<file path="config.mk">
export PLATFORM = sky130hd
export DESIGN_NAME = pe_accumulator_flat
export DESIGN_NICKNAME = d
export VERILOG_FILES = /design/src/rtl/pe_accumulator_pkg.sv /design/src/rtl/pe_accumulator_if.sv /design/src/rtl/pe_result_fifo.sv /design/src/rtl/pe_accumulator.sv /design/src/flat_wrapper.sv
export SDC_FILE = /design/constraint.sdc
export NUM_CORES = 1
export LEC_CHECK = 0
export ABC_AREA = 1
export CORE_MARGIN = 8
export CORE_UTILIZATION = 34
export DETAILED_ROUTE_END_ITERATION = 10
export SETUP_SLACK_MARGIN = 0.1
export SYNTH_ARGS = -nofsm -noshare
export SYNTH_HDL_FRONTEND = slang
export SYNTH_SLANG_ARGS = --single-unit
</file>
<file path="constraint.sdc">
create_clock -name clk -period 7.5 [get_ports clk]
set_input_delay 1.5 -clock clk [delete_from_list [all_inputs] [get_ports clk]]
set_output_delay 1.5 -clock clk [all_outputs]
set_load 0.02 [all_outputs]
</file>
<file path="src/rtl/pe_accumulator_pkg.sv">
// pe_accumulator_pkg: shared PE datapath widths and accumulator FSM encoding,
// common to the adder stage and the accumulator.
package pe_accumulator_pkg;

    localparam int PE_DATA_W = 20;
    localparam int PE_CNT_W  = 8;

    typedef enum logic {
        IDLE = 1'b0,
        RUN  = 1'b1
    } pe_state_e;

endpackage

</file>
<file path="src/rtl/pe_accumulator_if.sv">
// pe_accumulator_if: control, feedback and result handshake between the PE
// adder stage and its accumulator.
interface pe_accumulator_if
    import pe_accumulator_pkg::*;
#(
    parameter int DATA_W = PE_DATA_W,
    parameter int CNT_W  = PE_CNT_W
);
    logic              clr;
    logic              start;
    logic [CNT_W-1:0]  cfg_len;
    logic              in_valid;
    logic              in_ready;
    logic [DATA_W-1:0] pe_sum;
    logic [DATA_W-1:0] prev_sum;
    logic              out_valid;
    logic              out_ready;
    logic [DATA_W-1:0] out_data;
    logic              busy;

    modport master (
        output clr, start, cfg_len, in_valid, pe_sum, out_ready,
        input  in_ready, prev_sum, out_valid, out_data, busy
    );

    modport slave (
        input  clr, start, cfg_len, in_valid, pe_sum, out_ready,
        output in_ready, prev_sum, out_valid, out_data, busy
    );
endinterface

</file>
<file path="src/rtl/pe_result_fifo.sv">
// pe_result_fifo: small result FIFO; a pop on an empty buffer is ignored, so a
// same-cycle push into an empty buffer only becomes visible next cycle.
module pe_result_fifo #(
    parameter int DATA_W     = 20,
    parameter int FIFO_DEPTH = 2
) (
    input  logic              clk,
    input  logic              rst_n,
    input  logic              push,
    input  logic [DATA_W-1:0] push_data,
    input  logic              pop,
    output logic [DATA_W-1:0] pop_data,
    output logic              full,
    output logic              empty
);
    localparam int PTR_W = (FIFO_DEPTH > 1) ? $clog2(FIFO_DEPTH) : 1;
    localparam int CNT_W = $clog2(FIFO_DEPTH + 1);

    logic [DATA_W-1:0] mem_q [FIFO_DEPTH];
    logic [PTR_W-1:0]  wr_ptr_q, wr_ptr_d;
    logic [PTR_W-1:0]  rd_ptr_q, rd_ptr_d;
    logic [CNT_W-1:0]  count_q, count_d;
    logic              do_push, do_pop;

    assign full     = count_q == CNT_W'(FIFO_DEPTH);
    assign empty    = count_q == '0;
    assign do_push  = push && !full;
    assign do_pop   = pop && !empty;
    assign pop_data = empty ? '0 : mem_q[rd_ptr_q];

    always_comb begin
        wr_ptr_d = do_push ? ((wr_ptr_q == PTR_W'(FIFO_DEPTH - 1)) ? '0 : wr_ptr_q + 1'b1) : wr_ptr_q;
        rd_ptr_d = do_pop ? ((rd_ptr_q == PTR_W'(FIFO_DEPTH - 1)) ? '0 : rd_ptr_q + 1'b1) : rd_ptr_q;
        count_d  = (do_push && !do_pop) ? count_q + 1'b1 :
                   (!do_push && do_pop) ? count_q - 1'b1 : count_q;
    end

    always_ff @(posedge clk or negedge rst_n) begin
        if (!rst_n) begin
            wr_ptr_q <= '0;
            rd_ptr_q <= '0;
            count_q  <= '0;
        end else begin
            wr_ptr_q <= wr_ptr_d;
            rd_ptr_q <= rd_ptr_d;
            count_q  <= count_d;
        end
    end

    // Storage needs no reset: reads are masked to zero while empty.
    always_ff @(posedge clk) begin
        if (do_push) mem_q[wr_ptr_q] <= push_data;
    end
endmodule

</file>
<file path="src/rtl/pe_accumulator.sv">
// pe_accumulator: holds the running partial sum fed back to the PE adder and
// buffers the final sum of each run for a downstream consumer.
module pe_accumulator
    import pe_accumulator_pkg::*;
#(
    parameter int DATA_W     = PE_DATA_W,
    parameter int CNT_W      = PE_CNT_W,
    parameter int FIFO_DEPTH = 2
) (
    input  logic               clk,
    input  logic               rst_n,
    pe_accumulator_if.slave    bus
);
    pe_state_e         state_q, state_d;
    logic [CNT_W-1:0]  len_q, len_d;
    logic [CNT_W-1:0]  cnt_q, cnt_d;
    logic [DATA_W-1:0] acc_q, acc_d;
    logic              last_beat, accept, push, full, empty;

    // Stall uses the registered full flag so a same-cycle pop cannot unblock it.
    assign last_beat    = cnt_q == len_q - 1'b1;
    assign bus.in_ready = (state_q == RUN) && !(last_beat && full);
    assign accept       = bus.in_valid && bus.in_ready;
    assign push         = accept && last_beat && !bus.clr;
    assign bus.prev_sum = (state_q == RUN) ? acc_q : '0;
    assign bus.busy     = state_q == RUN;
    assign bus.out_valid = !empty;

    always_comb begin
        state_d = state_q;
        len_d   = len_q;
        cnt_d   = cnt_q;
        acc_d   = acc_q;
        if (bus.clr) begin
            state_d = IDLE;
            cnt_d   = '0;
            acc_d   = '0;
        end else if (state_q == IDLE) begin
            if (bus.start && bus.cfg_len != '0) begin
                state_d = RUN;
                len_d   = bus.cfg_len;
                cnt_d   = '0;
                acc_d   = '0;
            end
        end else if (accept) begin
            state_d = last_beat ? IDLE : RUN;
            cnt_d   = last_beat ? '0 : cnt_q + 1'b1;
            acc_d   = last_beat ? '0 : bus.pe_sum;
        end
    end

    always_ff @(posedge clk or negedge rst_n) begin
        if (!rst_n) begin
            state_q <= IDLE;
            len_q   <= '0;
            cnt_q   <= '0;
            acc_q   <= '0;
        end else begin
            state_q <= state_d;
            len_q   <= len_d;
            cnt_q   <= cnt_d;
            acc_q   <= acc_d;
        end
    end

    pe_result_fifo #(
        .DATA_W     (DATA_W),
        .FIFO_DEPTH (FIFO_DEPTH)
    ) u_fifo (
        .clk       (clk),
        .rst_n     (rst_n),
        .push      (push),
        .push_data (bus.pe_sum),
        .pop       (bus.out_ready),
        .pop_data  (bus.out_data),
        .full      (full),
        .empty     (empty)
    );
endmodule

</file>
<file path="src/flat_wrapper.sv">
// flat-port wrapper written by rule: the top's interface ports become plain ports
module pe_accumulator_flat import pe_accumulator_pkg::*;
#(
    parameter int DATA_W     = PE_DATA_W,
    parameter int CNT_W      = PE_CNT_W,
    parameter int FIFO_DEPTH = 2
)
  (clk, rst_n, bus_clr, bus_start, bus_cfg_len, bus_in_valid, bus_pe_sum, bus_out_ready, bus_in_ready, bus_prev_sum, bus_out_valid, bus_out_data, bus_busy);
  pe_accumulator_if #(.DATA_W(DATA_W), .CNT_W(CNT_W)) bus_i ();
  input  logic clk;
  input  logic rst_n;
  input wire logic [$bits(bus_i.clr)-1:0] bus_clr;
  input wire logic [$bits(bus_i.start)-1:0] bus_start;
  input wire logic [$bits(bus_i.cfg_len)-1:0] bus_cfg_len;
  input wire logic [$bits(bus_i.in_valid)-1:0] bus_in_valid;
  input wire logic [$bits(bus_i.pe_sum)-1:0] bus_pe_sum;
  input wire logic [$bits(bus_i.out_ready)-1:0] bus_out_ready;
  output wire logic [$bits(bus_i.in_ready)-1:0] bus_in_ready;
  output wire logic [$bits(bus_i.prev_sum)-1:0] bus_prev_sum;
  output wire logic [$bits(bus_i.out_valid)-1:0] bus_out_valid;
  output wire logic [$bits(bus_i.out_data)-1:0] bus_out_data;
  output wire logic [$bits(bus_i.busy)-1:0] bus_busy;
  assign bus_i.clr = bus_clr;
  assign bus_i.start = bus_start;
  assign bus_i.cfg_len = bus_cfg_len;
  assign bus_i.in_valid = bus_in_valid;
  assign bus_i.pe_sum = bus_pe_sum;
  assign bus_i.out_ready = bus_out_ready;
  assign bus_in_ready = bus_i.in_ready;
  assign bus_prev_sum = bus_i.prev_sum;
  assign bus_out_valid = bus_i.out_valid;
  assign bus_out_data = bus_i.out_data;
  assign bus_busy = bus_i.busy;
  pe_accumulator #(.DATA_W(DATA_W), .CNT_W(CNT_W), .FIFO_DEPTH(FIFO_DEPTH)) u_core (.clk(clk), .rst_n(rst_n), .bus(bus_i));
endmodule
</file>
==> summary.md <==
| Metric | Value |
|---|---|
| # Post-CTS Setup Buffers | `0` |
| Pin count of the biggest net entering global routing | `42` |
| Num CTS Buffers | `9` |
| DRT antenna net count | `0` |
| Initial antenna violation count | `0` |
| Unrepaired setup endpoints after global routing | `no` |
| Final setup violation count | `0` |
| Post-synth top area share | `0.296` |
| Final weighted congestion of routability-driven global placement | `0.853` |
| Clock tree from TritonCTS | `done` |
| Number of instances in the synthesized netlist | `482` |
| Share of power burned in the clock network | `0.257` |
| Count of antenna diodes in the layout | `0` |
| Maximum clock path buffer count | `2` |
| Clk sinks | `81` |
| Final clock period utilization by the worst path | `0.538` |
| Biggest area consumer among synthesized cells | `sky130_fd_sc_hd__edfxtp_1` |
| Register clock-pin slew on the reported worst setup and hold paths | `0.06 ns` |
| Htree depth | `3` |
| Initial Utilization | `0.343` |
| Startpoint types | `flip-flop` |
| Switching Power | `634 uW` |
| Overall via count from detail_route | `3274` |
| CP endpoint kind | `output port` |
| Comb power frac | `0.385` |
| Number of library cell types mapped by synthesis | `27` |
| Buffers on Ports | `76` |
| Max-slew violations | `0` |
| Relative slew slack | `0.356` |
| Fin. Hold Viols | `0` |
| Power Dens Cells | `322 nW/um^2` |
| Total area of multi-input combinational cells | `1460 sq um` |
| GR Overflow Total | `0` |
| Ratio of cells with drive above 1 in the final layout | `0.0681` |
| Final Critical Period | `4.03 ns` |
| Data arrival, critical path | `2.53 ns` |
| Detailed Route Iter0 Violations | `225` |
| Most frequent standard cell in the layout excluding fill and tap cells | `sky130_fd_sc_hd__nand2_1` |
| Seq pwr share | `0.357` |
| Sequential area share after synthesis | `0.550` |
| Class of the most critical setup path | `reg -> out` |
| Total wire length after detailed routing | `9850 um` |
| Via-to-Cell Ratio | `4.64` |
| Layout Area Growth over Synthesis | `28.5%` |
| Number of global-route vias before repair | `3268` |
| Wire length of the first global-routing pass | `16600 um` |
| Cell depth of the worst flop-to-flop path | `14` |
| WHS Path Cells | `2` |
| Switching share of total power | `0.378` |
| Design internal power | `1040 uW` |
| Worst hold slack after final layout | `0.471 ns` |
| Status | `finished, final reports clean` |
| CTS resizes | `0` |
| DR WL/cell | `14.0 um` |
| TritonRoute pass-1 iters | `4` |
| Hold Buf Count CTS | `0` |
| Mapped Nets | `519` |
| Post-synthesis instance area | `4050 sq um` |
| Die ar. | `15700 sq um` |
| Largest voltage drop on the vdd net | `0.000142 V` |
| Skew final | `0.00797 ns` |
| Class of the worst hold path | `reg -> reg` |
| Chip height | `125 um` |
| Clk Latency, worst-skew pair | `0.33 ns` |
| HPWL reported at the end of detailed placement | `6990 um` |
| Post-synthesis register bit count | `81` |
| Cell types with the largest area share after synthesis | `sky130_fd_sc_hd__edfxtp_1 30%, sky130_fd_sc_hd__dfrtp_1 25%, sky130_fd_sc_hd__nand2_1 15%, sky130_fd_sc_hd__inv_1 6.2%, sky130_fd_sc_hd__nor2_1 4.3%` |
| Required time at the endpoint of the critical path | `6.00 ns` |
| Total global routing track utilization | `0.129` |
| Final total power | `1680 uW` |
| Number of fill cells in the layout | `1176` |
| Max-cap check violation count | `0` |
| Reg area | `2230 sq um` |
| Root buf cell | `sky130_fd_sc_hd__clkbuf_16` |
| Number of enable-type register cells in the synthesized netlist | `40` |
| Highest Clock Rate | `248 MHz` |
| Number of top-level pins | `77` |
| Width of the die | `125 um` |
| Placeable core region | `11800 sq um` |
| Predominant post-synthesis flop cell | `sky130_fd_sc_hd__dfrtp_1` |
| Critical-path maximum fanout | `21` |
| Slew at the pin with the worst max-slew slack | `0.965 ns` |
| Total number of nets in the final design | `590` |
| Syn. warnings | `0` |
| Post-synthesis area per instance | `8.41 sq um` |
| DRC viols | `0` |
| Fraction of registers with async set/reset | `0.506` |
| Total leakage power | `0.00243 uW` |
| Total negative setup slack | `0 ns` |
| Most frequent cells in the layout | `161 x sky130_fd_sc_hd__nand2_1, 75 x sky130_fd_sc_hd__clkdlybuf4s50_1, 67 x sky130_fd_sc_hd__inv_1, 46 x sky130_fd_sc_hd__nor2_1, 41 x sky130_fd_sc_hd__dfrtp_1` |
| # rows | `40` |
-- cell type report --
class	count	share of cell area
sequential	81	0.428
clock inverter	7	0.0130
tap	147	0.0353
multi-input combinational	313	0.281
clock buffer	9	0.0433
timing repair buffer	80	0.151
inverter	68	0.0490
-- critical path: stages, from the launching register on --
cell and delay, ns:
sky130_fd_sc_hd__dfrtp_1 0.62, sky130_fd_sc_hd__inv_1 0.61, sky130_fd_sc_hd__nand2_1 0.10, sky130_fd_sc_hd__a21oi_1 0.22
sky130_fd_sc_hd__clkdlybuf4s50_1 0.64
-- cells in the mapped netlist, types with 3 or more instances --
library cell               count
sky130_fd_sc_hd__a21oi_1      21
sky130_fd_sc_hd__buf_2         4
sky130_fd_sc_hd__buf_6         4
sky130_fd_sc_hd__clkbuf_1     10
sky130_fd_sc_hd__dfrtp_1      41
sky130_fd_sc_hd__edfxtp_1     40
sky130_fd_sc_hd__ha_1          3
sky130_fd_sc_hd__inv_1        67
sky130_fd_sc_hd__nand2_1     161
sky130_fd_sc_hd__nand3_1      33
sky130_fd_sc_hd__nand3_2       8
sky130_fd_sc_hd__nand3b_1      3
sky130_fd_sc_hd__nor2_1       46
sky130_fd_sc_hd__nor3_1        3
sky130_fd_sc_hd__o21ai_0      13
sky130_fd_sc_hd__xnor2_1       4
sky130_fd_sc_hd__xor2_1        6
-- flip-flops by register name, indices dropped and copies added (netlist names) --
register,count
u_core.cnt_q,8
u_core.u_fifo.mem_q,40
u_core.u_fifo.count_q,2
u_core.acc_q,20
u_core.u_fifo.wr_ptr_q,1
u_core.bus.busy,1
u_core.u_fifo.rd_ptr_q,1
u_core.len_q,8
-- cell families (layout without fill, tap and decap cells) --
group,after synthesis,after routing,share of synthesized area
AOI/OAI and AO/OA,34,34,0.0420
xor gates and xnor gates,10,10,0.0216
DFF,81,81,0.550
buffers and inverters,88,164,0.0911
and+or+nand+nor,264,264,0.281
adders and majority gates,3,3,0.00927
muxes,2,2,0.00556
-- power groups by stage --
stage	logic [uW]	registers (uW)	clock network, uW
after floorplan	434	568	0
after global placement	644	605	0
after detailed placement	654	609	0
after CTS	657	600	439
after global routing	717	610	458
final	647	600	431
-- stage by stage --
step	area, sq um	cells	utilization	worst slack [ns]
global route	5200	705	0.441	3.27
global placement	4910	689	0.416	3.78
detailed placement	4910	689	0.416	3.73
CTS	5200	705	0.441	3.38
floorplan	4050	482	-	3.93
finish	5200	705	0.441	3.47
-- metal layers --
metal	part of all wire	wire length (um)	global-route usage	vias up
met5	0	0	0	-
met4	0.015	144	0.0458	0
met3	0.041	402	0.0289	10
met2	0.49	4870	0.221	74
met1	0.45	4440	0.157	1543
li1	-	-	-	1647
-- path summary, 6_finish.rpt --
check | start | endpoint | slack (ns)
hold / removal | u_core.acc_q[9] | u_core.acc_q[9] | 0.47
setup reg to reg | u_core.len_q[0] | u_core.u_fifo.mem_q[0][16] | 4.73
min in group asynchronous | rst_n | u_core.acc_q[0] | 1.32
setup / recovery | u_core.u_fifo.rd_ptr_q | bus_out_data[16] | 3.47
max in group asynchronous | rst_n | u_core.acc_q[13] | 5.58
hold reg to reg | u_core.acc_q[9] | u_core.acc_q[9] | 0.47
Note: power is estimated with default switching activity, not from simulation.
